## config.mk

```make
export PLATFORM = sky130hd
export DESIGN_NAME = mark_table
export DESIGN_NICKNAME = d
export VERILOG_FILES = /design/src/rtl/mark_table.sv
export SDC_FILE = /design/constraint.sdc
export NUM_CORES = 1
export LEC_CHECK = 0
export CORE_ASPECT_RATIO = 0.5
export CORE_MARGIN = 3
export CORE_UTILIZATION = 64
export CTS_BUF_LIST = sky130_fd_sc_hd__clkbuf_4 sky130_fd_sc_hd__clkbuf_8 sky130_fd_sc_hd__clkbuf_16
export CTS_CLUSTER_SIZE = 20
export DETAILED_ROUTE_END_ITERATION = 8
export PLACE_DENSITY = 0.9
export SLEW_MARGIN = 20
export SYNTH_ARGS = -nofsm -noshare
export SYNTH_HDL_FRONTEND = slang
export SYNTH_SLANG_ARGS = --single-unit
```

## constraint.sdc

```tcl
create_clock -name i_clk -period 9.45 [get_ports i_clk]
set_clock_uncertainty 0.15 [all_clocks]
set_input_delay 1.4175 -clock i_clk [delete_from_list [all_inputs] [get_ports i_clk]]
set_output_delay 1.4175 -clock i_clk [all_outputs]
set_load 0.03 [all_outputs]
```

## src/rtl/mark_table.sv

```systemverilog
// Row / column / box "digit already used" bitmaps for the sudoku solver, with
// single-cycle read, set, clear and a 9-cycle clear-all sweep.
// Optional placed-digit counter: define MARK_TABLE_COUNT_EN to add o_mark_cnt.
module mark_table #(
  parameter int N     = 9,
  parameter int BOX   = 3,
  parameter int IDX_W = 4
) (
  input  logic             i_clk,
  input  logic             i_rst,
  input  logic             i_req,
  input  logic [1:0]       i_op,
  input  logic [IDX_W-1:0] i_row,
  input  logic [IDX_W-1:0] i_col,
  input  logic [IDX_W-1:0] i_val,
  output logic             o_busy,
  output logic             o_rdvalid,
  output logic             o_rddata_mark_row,
  output logic             o_rddata_mark_col,
  output logic             o_rddata_mark_matrix,
`ifdef MARK_TABLE_COUNT_EN
  output logic [6:0]       o_mark_cnt,
`endif
  output logic             o_err
);

  localparam logic [1:0]       OP_READ  = 2'b00;
  localparam logic [1:0]       OP_SET   = 2'b01;
  localparam logic [1:0]       OP_CLR   = 2'b10;
  localparam logic [1:0]       OP_CLRALL = 2'b11;
  localparam logic [IDX_W-1:0] N_L      = IDX_W'(N);
  localparam logic [IDX_W-1:0] LAST_L   = IDX_W'(N - 1);
  localparam logic [IDX_W-1:0] BOX_L    = IDX_W'(BOX);
  localparam logic [IDX_W-1:0] BOX2_L   = IDX_W'(2 * BOX);
  localparam logic [IDX_W-1:0] ONE_L    = IDX_W'(1);

  typedef enum logic [0:0] {IDLE, SWEEP} state_t;

  state_t           state;
  logic [IDX_W-1:0] cnt;
  logic [N-1:0]     row_mask [N];
  logic [N-1:0]     col_mask [N];
  logic [N-1:0]     box_mask [N];

  // Box group by comparison so no divider is inferred.
  function automatic logic [IDX_W-1:0] box_group(input logic [IDX_W-1:0] idx);
    if (idx < BOX_L)       return '0;
    else if (idx < BOX2_L) return ONE_L;
    else                   return IDX_W'(2);
  endfunction

  logic             row_ok, col_ok, val_ok, legal;
  logic [IDX_W-1:0] row_i, col_i, box_i, bit_i;
  logic             cur_r, cur_c, cur_b;

  always_comb begin
    row_ok = (i_row < N_L);
    col_ok = (i_col < N_L);
    val_ok = (i_val >= ONE_L) && (i_val <= N_L);
    legal  = val_ok && ((i_op == OP_CLRALL) || (row_ok && col_ok));
    // Clamp indices so illegal requests never address outside the tables.
    row_i  = row_ok ? i_row : '0;
    col_i  = col_ok ? i_col : '0;
    bit_i  = val_ok ? (i_val - ONE_L) : '0;
    box_i  = box_group(row_i) * BOX_L + box_group(col_i);
    cur_r  = row_mask[row_i][bit_i];
    cur_c  = col_mask[col_i][bit_i];
    cur_b  = box_mask[box_i][bit_i];
  end

`ifdef MARK_TABLE_COUNT_EN
  localparam logic [6:0] MAX_CNT = 7'(N * N);
  logic [6:0] mark_cnt;
  assign o_mark_cnt = mark_cnt;
`endif

  always_ff @(posedge i_clk or posedge i_rst) begin
    if (i_rst) begin
      state                <= IDLE;
      cnt                  <= '0;
      o_busy               <= 1'b0;
      o_rdvalid            <= 1'b0;
      o_err                <= 1'b0;
      o_rddata_mark_row    <= 1'b0;
      o_rddata_mark_col    <= 1'b0;
      o_rddata_mark_matrix <= 1'b0;
      for (int i = 0; i < N; i++) begin
        row_mask[i] <= '0;
        col_mask[i] <= '0;
        box_mask[i] <= '0;
      end
`ifdef MARK_TABLE_COUNT_EN
      mark_cnt <= '0;
`endif
    end else begin
      o_rdvalid <= 1'b0;
      o_err     <= 1'b0;
      case (state)
        IDLE: begin
          if (i_req) begin
            if (!legal) begin
              o_err <= 1'b1;
            end else begin
              case (i_op)
                OP_READ: begin
                  o_rddata_mark_row    <= cur_r;
                  o_rddata_mark_col    <= cur_c;
                  o_rddata_mark_matrix <= cur_b;
                  o_rdvalid            <= 1'b1;
                end
                OP_SET: begin
                  row_mask[row_i][bit_i] <= 1'b1;
                  col_mask[col_i][bit_i] <= 1'b1;
                  box_mask[box_i][bit_i] <= 1'b1;
                  o_err <= cur_r | cur_c | cur_b;
`ifdef MARK_TABLE_COUNT_EN
                  if (!(cur_r | cur_c | cur_b) && (mark_cnt < MAX_CNT))
                    mark_cnt <= mark_cnt + 7'd1;
`endif
                end
                OP_CLR: begin
                  row_mask[row_i][bit_i] <= 1'b0;
                  col_mask[col_i][bit_i] <= 1'b0;
                  box_mask[box_i][bit_i] <= 1'b0;
                  o_err <= ~(cur_r & cur_c & cur_b);
`ifdef MARK_TABLE_COUNT_EN
                  if ((cur_r & cur_c & cur_b) && (mark_cnt != 7'd0))
                    mark_cnt <= mark_cnt - 7'd1;
`endif
                end
                default: begin
                  state  <= SWEEP;
                  cnt    <= '0;
                  o_busy <= 1'b1;
`ifdef MARK_TABLE_COUNT_EN
                  mark_cnt <= '0;
`endif
                end
              endcase
            end
          end
        end
        default: begin
          // Requests are dropped silently while the sweep runs.
          row_mask[cnt] <= '0;
          col_mask[cnt] <= '0;
          box_mask[cnt] <= '0;
          if (cnt == LAST_L) begin
            state  <= IDLE;
            o_busy <= 1'b0;
          end else begin
            cnt <= cnt + ONE_L;
          end
        end
      endcase
    end
  end

endmodule

```

==> results.md <==
- # Post-CTS Setup Buffers: 0
- Post-synthesis cell type count: 73
- Largest stage delay, worst path: 0.90 ns
- Final Max Tran Viols: 0
- Final hold violations: 0
- Critical Path Slowest Stage Cell: sky130_fd_sc_hd__fa_1
- Final worst path period share: between 70% and 80%
- Placeable Area: roughly 22000 um^2
- Number of instances resized during post-cts repair: 0
- Syn. warnings: 0
- Count of TritonRoute iterations in the first routing pass: 8
- Layout cells sized above 1: 9.31%
- Worst-Margin Slew: 1.19 ns
- DRC viols: 0
- Global route overflow: 0
- Effective utilization at floorplan: 66.5%
- Setup-failing EPs final: 0
- Class of the tightest hold or removal check: reg2reg
- Iteration-0 DRC count of the detailed router: approximately 2.8k
- Cells after Synth: 1637
- DIE AREA: 25000 um^2
- Synthesized flop and latch total: 254
- Post-route core utilization: between 70% and 80%
- CTS Buffer Depth: 3
- Post-route antenna net violation count: 0
- Main area contributors after synthesis: sky130_fd_sc_hd__dfrtp_1, sky130_fd_sc_hd__o21ai_0, sky130_fd_sc_hd__a21oi_1
- Total detailed-routing wirelength: approximately 54000 um
- Start point of the critical path: i_row[2]
- X dimension of the die: 221 um
- Area of the mapped netlist: 14700 um^2
- Clock buffers created by TritonCTS: 24
- CTS Hold Bufs: 0
- Crit. End Element: flop
- Post-Syn Nets: approximately 1.7k
- Number of placement rows: 38
- Highest clock frequency the design can meet: roughly 0.14 GHz
- Proportion of netlist area held by the largest area contributor: 43.1%
- Via density: 7.68
- Total of buffers placed on input and output ports: 22
- Setup Crit Path Kind: in2reg
- Pwr Density: 210 nW/um^2
- Pin count of the biggest net entering global routing: around 150
- Leakage component of the power: 0.00643 uW
- Reg2Reg Launch Point: state
- Via count: 14.5k
- Crit path time final: 7.16 ns
- Worst endpoint required time: around 9.7 ns
- Number of sinks handled by clock tree synthesis: 254
- Run status: finished clean
- Die boundary height: between 100 and 150 um
- Total Neg Setup Slack: 0 ns
- Number of levels the H-tree was split into: 1
- Insertion delay to the later sink of the worst-skew pair: 0.55 ns
- EDFF count, synth: 0
- Initial antenna violation count: 0
- Area overhead of the layout relative to synthesis: 8.59%
- Placer's final routability congestion estimate: 0.978
- Worst hold slack: 0.356 ns
- IR drop worst, VDD: 0.206 mV
- Number of max-cap violations: 0
- Post-DP HPWL: 34600 um
- Net count, final: roughly 1.6k
- Crit-path cells: clkdlybuf4s50_1 -> nor3_2 -> and2_0 -> a21oi_1 -> fa_1 -> inv_1 -> ha_1 -> fa_1 -> nor2b_1 -> nand2_1 -> nor2_1 -> a21oi_1 -> o21ai_0 -> o21ai_0
- Proportion of synthesized flip-flops having asynchronous set or reset: 100%
- Highest net fanout along the worst path: 15
- Sequential element share of the synthesized area: between 40 and 50%
- Dominant synthesized flop cell: sky130_fd_sc_hd__dfrtp_1
- Max-slew headroom at the worst pin: 20.8%
- Post-CTS clock slew at the launch and capture registers of the worst setup and hold paths: about 0.06 ns
- Total global routing track utilization: 43.2%
- Wire length of the first global-routing pass: ~82000 um
- Mean area per synthesized cell: 9.00 um^2
- Number of inserted diodes: 0
- RSZ-0062 raised after global routing: false
- Critical Path AT: roughly 7.4 ns
- Routed wirelength normalized by instance count: about 29 um
- Number of global-route vias before repair: 13.9k
- Filler instances: 1623
- Cell accounting for the most synthesized area: sky130_fd_sc_hd__dfrtp_1
- Top-level port count: 23
- TritonCTS clock tree: done
- Clock root buffer master: sky130_fd_sc_hd__clkbuf_16
- Type of element launching the critical path: input port
-- metal layers --
metal	vias to the layer above	part of all wire (%)	track usage, %
met3	254	17	17.8
li1	6012	-	-
met2	1290	41	61.7
met5	-	0	0
met1	6965	38	59.8
met4	0	4.5	15.4
-- logic make-up (layout without fill, tap and decap cells) --
logic type | after synthesis | in the layout | share of synthesized area (%)
compound gates | 846 | 846 | 33.1
simple gates | 272 | 272 | 9.08
flops | 254 | 254 | 43.1
buf+inv | 168 | 121 | 4.53
mux | 75 | 75 | 8.31
fa+ha+maj | 16 | 16 | 1.46
xor+xnor | 6 | 6 | 0.357
-- through the flow --
step,setup slack [ns],power [uW],instances,instance area [um^2]
after CTS,2.45,3280,1889,16000
after floorplan,0.897,1870,1637,14700
after global placement,2.13,2200,1846,15100
final,2.29,3360,1890,16000
after global routing,1.83,3450,1890,16000
after detailed placement,1.94,2240,1846,15100
-- cell usage after synthesis (4+ instances only) --
cell type and instances:
sky130_fd_sc_hd__o21ai_0 423, sky130_fd_sc_hd__dfrtp_1 254, sky130_fd_sc_hd__a21oi_1 209, sky130_fd_sc_hd__clkbuf_1 110
sky130_fd_sc_hd__nand2_1 102, sky130_fd_sc_hd__o31ai_1 74, sky130_fd_sc_hd__a22o_1 61, sky130_fd_sc_hd__nor2_1 56
sky130_fd_sc_hd__mux2i_1 29, sky130_fd_sc_hd__mux4_2 29, sky130_fd_sc_hd__inv_1 22, sky130_fd_sc_hd__nand3_1 22
sky130_fd_sc_hd__buf_2 17, sky130_fd_sc_hd__nor2b_1 15, sky130_fd_sc_hd__nor3_1 15, sky130_fd_sc_hd__buf_1 14
sky130_fd_sc_hd__ha_1 14, sky130_fd_sc_hd__a22oi_1 10, sky130_fd_sc_hd__and3_1 10, sky130_fd_sc_hd__mux2_2 9
sky130_fd_sc_hd__nand2b_1 9, sky130_fd_sc_hd__o211ai_1 8, sky130_fd_sc_hd__o31a_1 7, sky130_fd_sc_hd__a211oi_1 6
sky130_fd_sc_hd__a31oi_1 6, sky130_fd_sc_hd__mux4_1 6, sky130_fd_sc_hd__a221oi_1 5, sky130_fd_sc_hd__and2_1 5
sky130_fd_sc_hd__o22ai_1 5, sky130_fd_sc_hd__xnor2_1 5, sky130_fd_sc_hd__a222oi_1 4, sky130_fd_sc_hd__or2_2 4
-- cells in the final DEF, fill, tap and decap left out, types with 6 or more instances in the layout --
cell type | netlist | final
sky130_fd_sc_hd__nor3_1 | 15 | 12
sky130_fd_sc_hd__a21oi_1 | 209 | 203
sky130_fd_sc_hd__clkdlybuf4s50_1 | 0 | 20
sky130_fd_sc_hd__buf_4 | 2 | 30
sky130_fd_sc_hd__o31a_1 | 7 | 7
sky130_fd_sc_hd__mux2i_1 | 29 | 29
sky130_fd_sc_hd__nor2b_1 | 15 | 15
sky130_fd_sc_hd__mux4_2 | 29 | 29
sky130_fd_sc_hd__clkinv_2 | 0 | 6
sky130_fd_sc_hd__o21ai_0 | 423 | 423
sky130_fd_sc_hd__inv_1 | 22 | 20
sky130_fd_sc_hd__a22o_1 | 61 | 61
sky130_fd_sc_hd__clkbuf_16 | 0 | 25
sky130_fd_sc_hd__a21oi_4 | 0 | 6
sky130_fd_sc_hd__dfrtp_1 | 254 | 253
sky130_fd_sc_hd__a22oi_1 | 10 | 10
sky130_fd_sc_hd__and3_1 | 10 | 10
sky130_fd_sc_hd__mux2_2 | 9 | 9
sky130_fd_sc_hd__ha_1 | 14 | 13
sky130_fd_sc_hd__nand2b_1 | 9 | 9
sky130_fd_sc_hd__mux4_1 | 6 | 6
sky130_fd_sc_hd__nor2_1 | 56 | 55
sky130_fd_sc_hd__o31ai_1 | 74 | 74
sky130_fd_sc_hd__nand2_1 | 102 | 102
sky130_fd_sc_hd__nand3_1 | 22 | 22
sky130_fd_sc_hd__a211oi_1 | 6 | 6
sky130_fd_sc_hd__o211ai_1 | 8 | 8
-- final cells by class --
cell class	count	area (um^2)	share of cell area, %
Clock buffer	33	717	4.48
Tap cell	300	375	2.35
Inverter	24	98.8	0.618
Sequential cell	254	6360	39.7
Clock inverter	10	130	0.813
Multi-Input combinational cell	1215	7850	49.1
Timing Repair Buffer	54	470	2.94
-- worst max-delay path, delay by kind of cell --
family                     cells  cell delay, ns
AOI/OAI and AO/OA              4            0.75
adders and majority gates      3            1.67
buffers and inverters          2            0.75
and+or+nand+nor                5            2.80
-- final timing paths --
check | to | slack [ns] | cells after the start
setup / recovery | flop | 2.29 | 14
hold / removal | flop | 0.36 | 2
setup reg to reg | flop | 6.00 | 5
hold reg to reg | flop | 0.36 | 2
max in group asynchronous | state | 6.54 | 3
min in group asynchronous | async pin | 1.23 | 2
-- report_power, final --
| part | switching [uW] | internal (uW) |
|---|---|---|
| sequential | 83.6 | 1140 |
| clock | 455 | 613 |
| combinational | 802 | 262 |
Power figures use the tool's default switching activity.
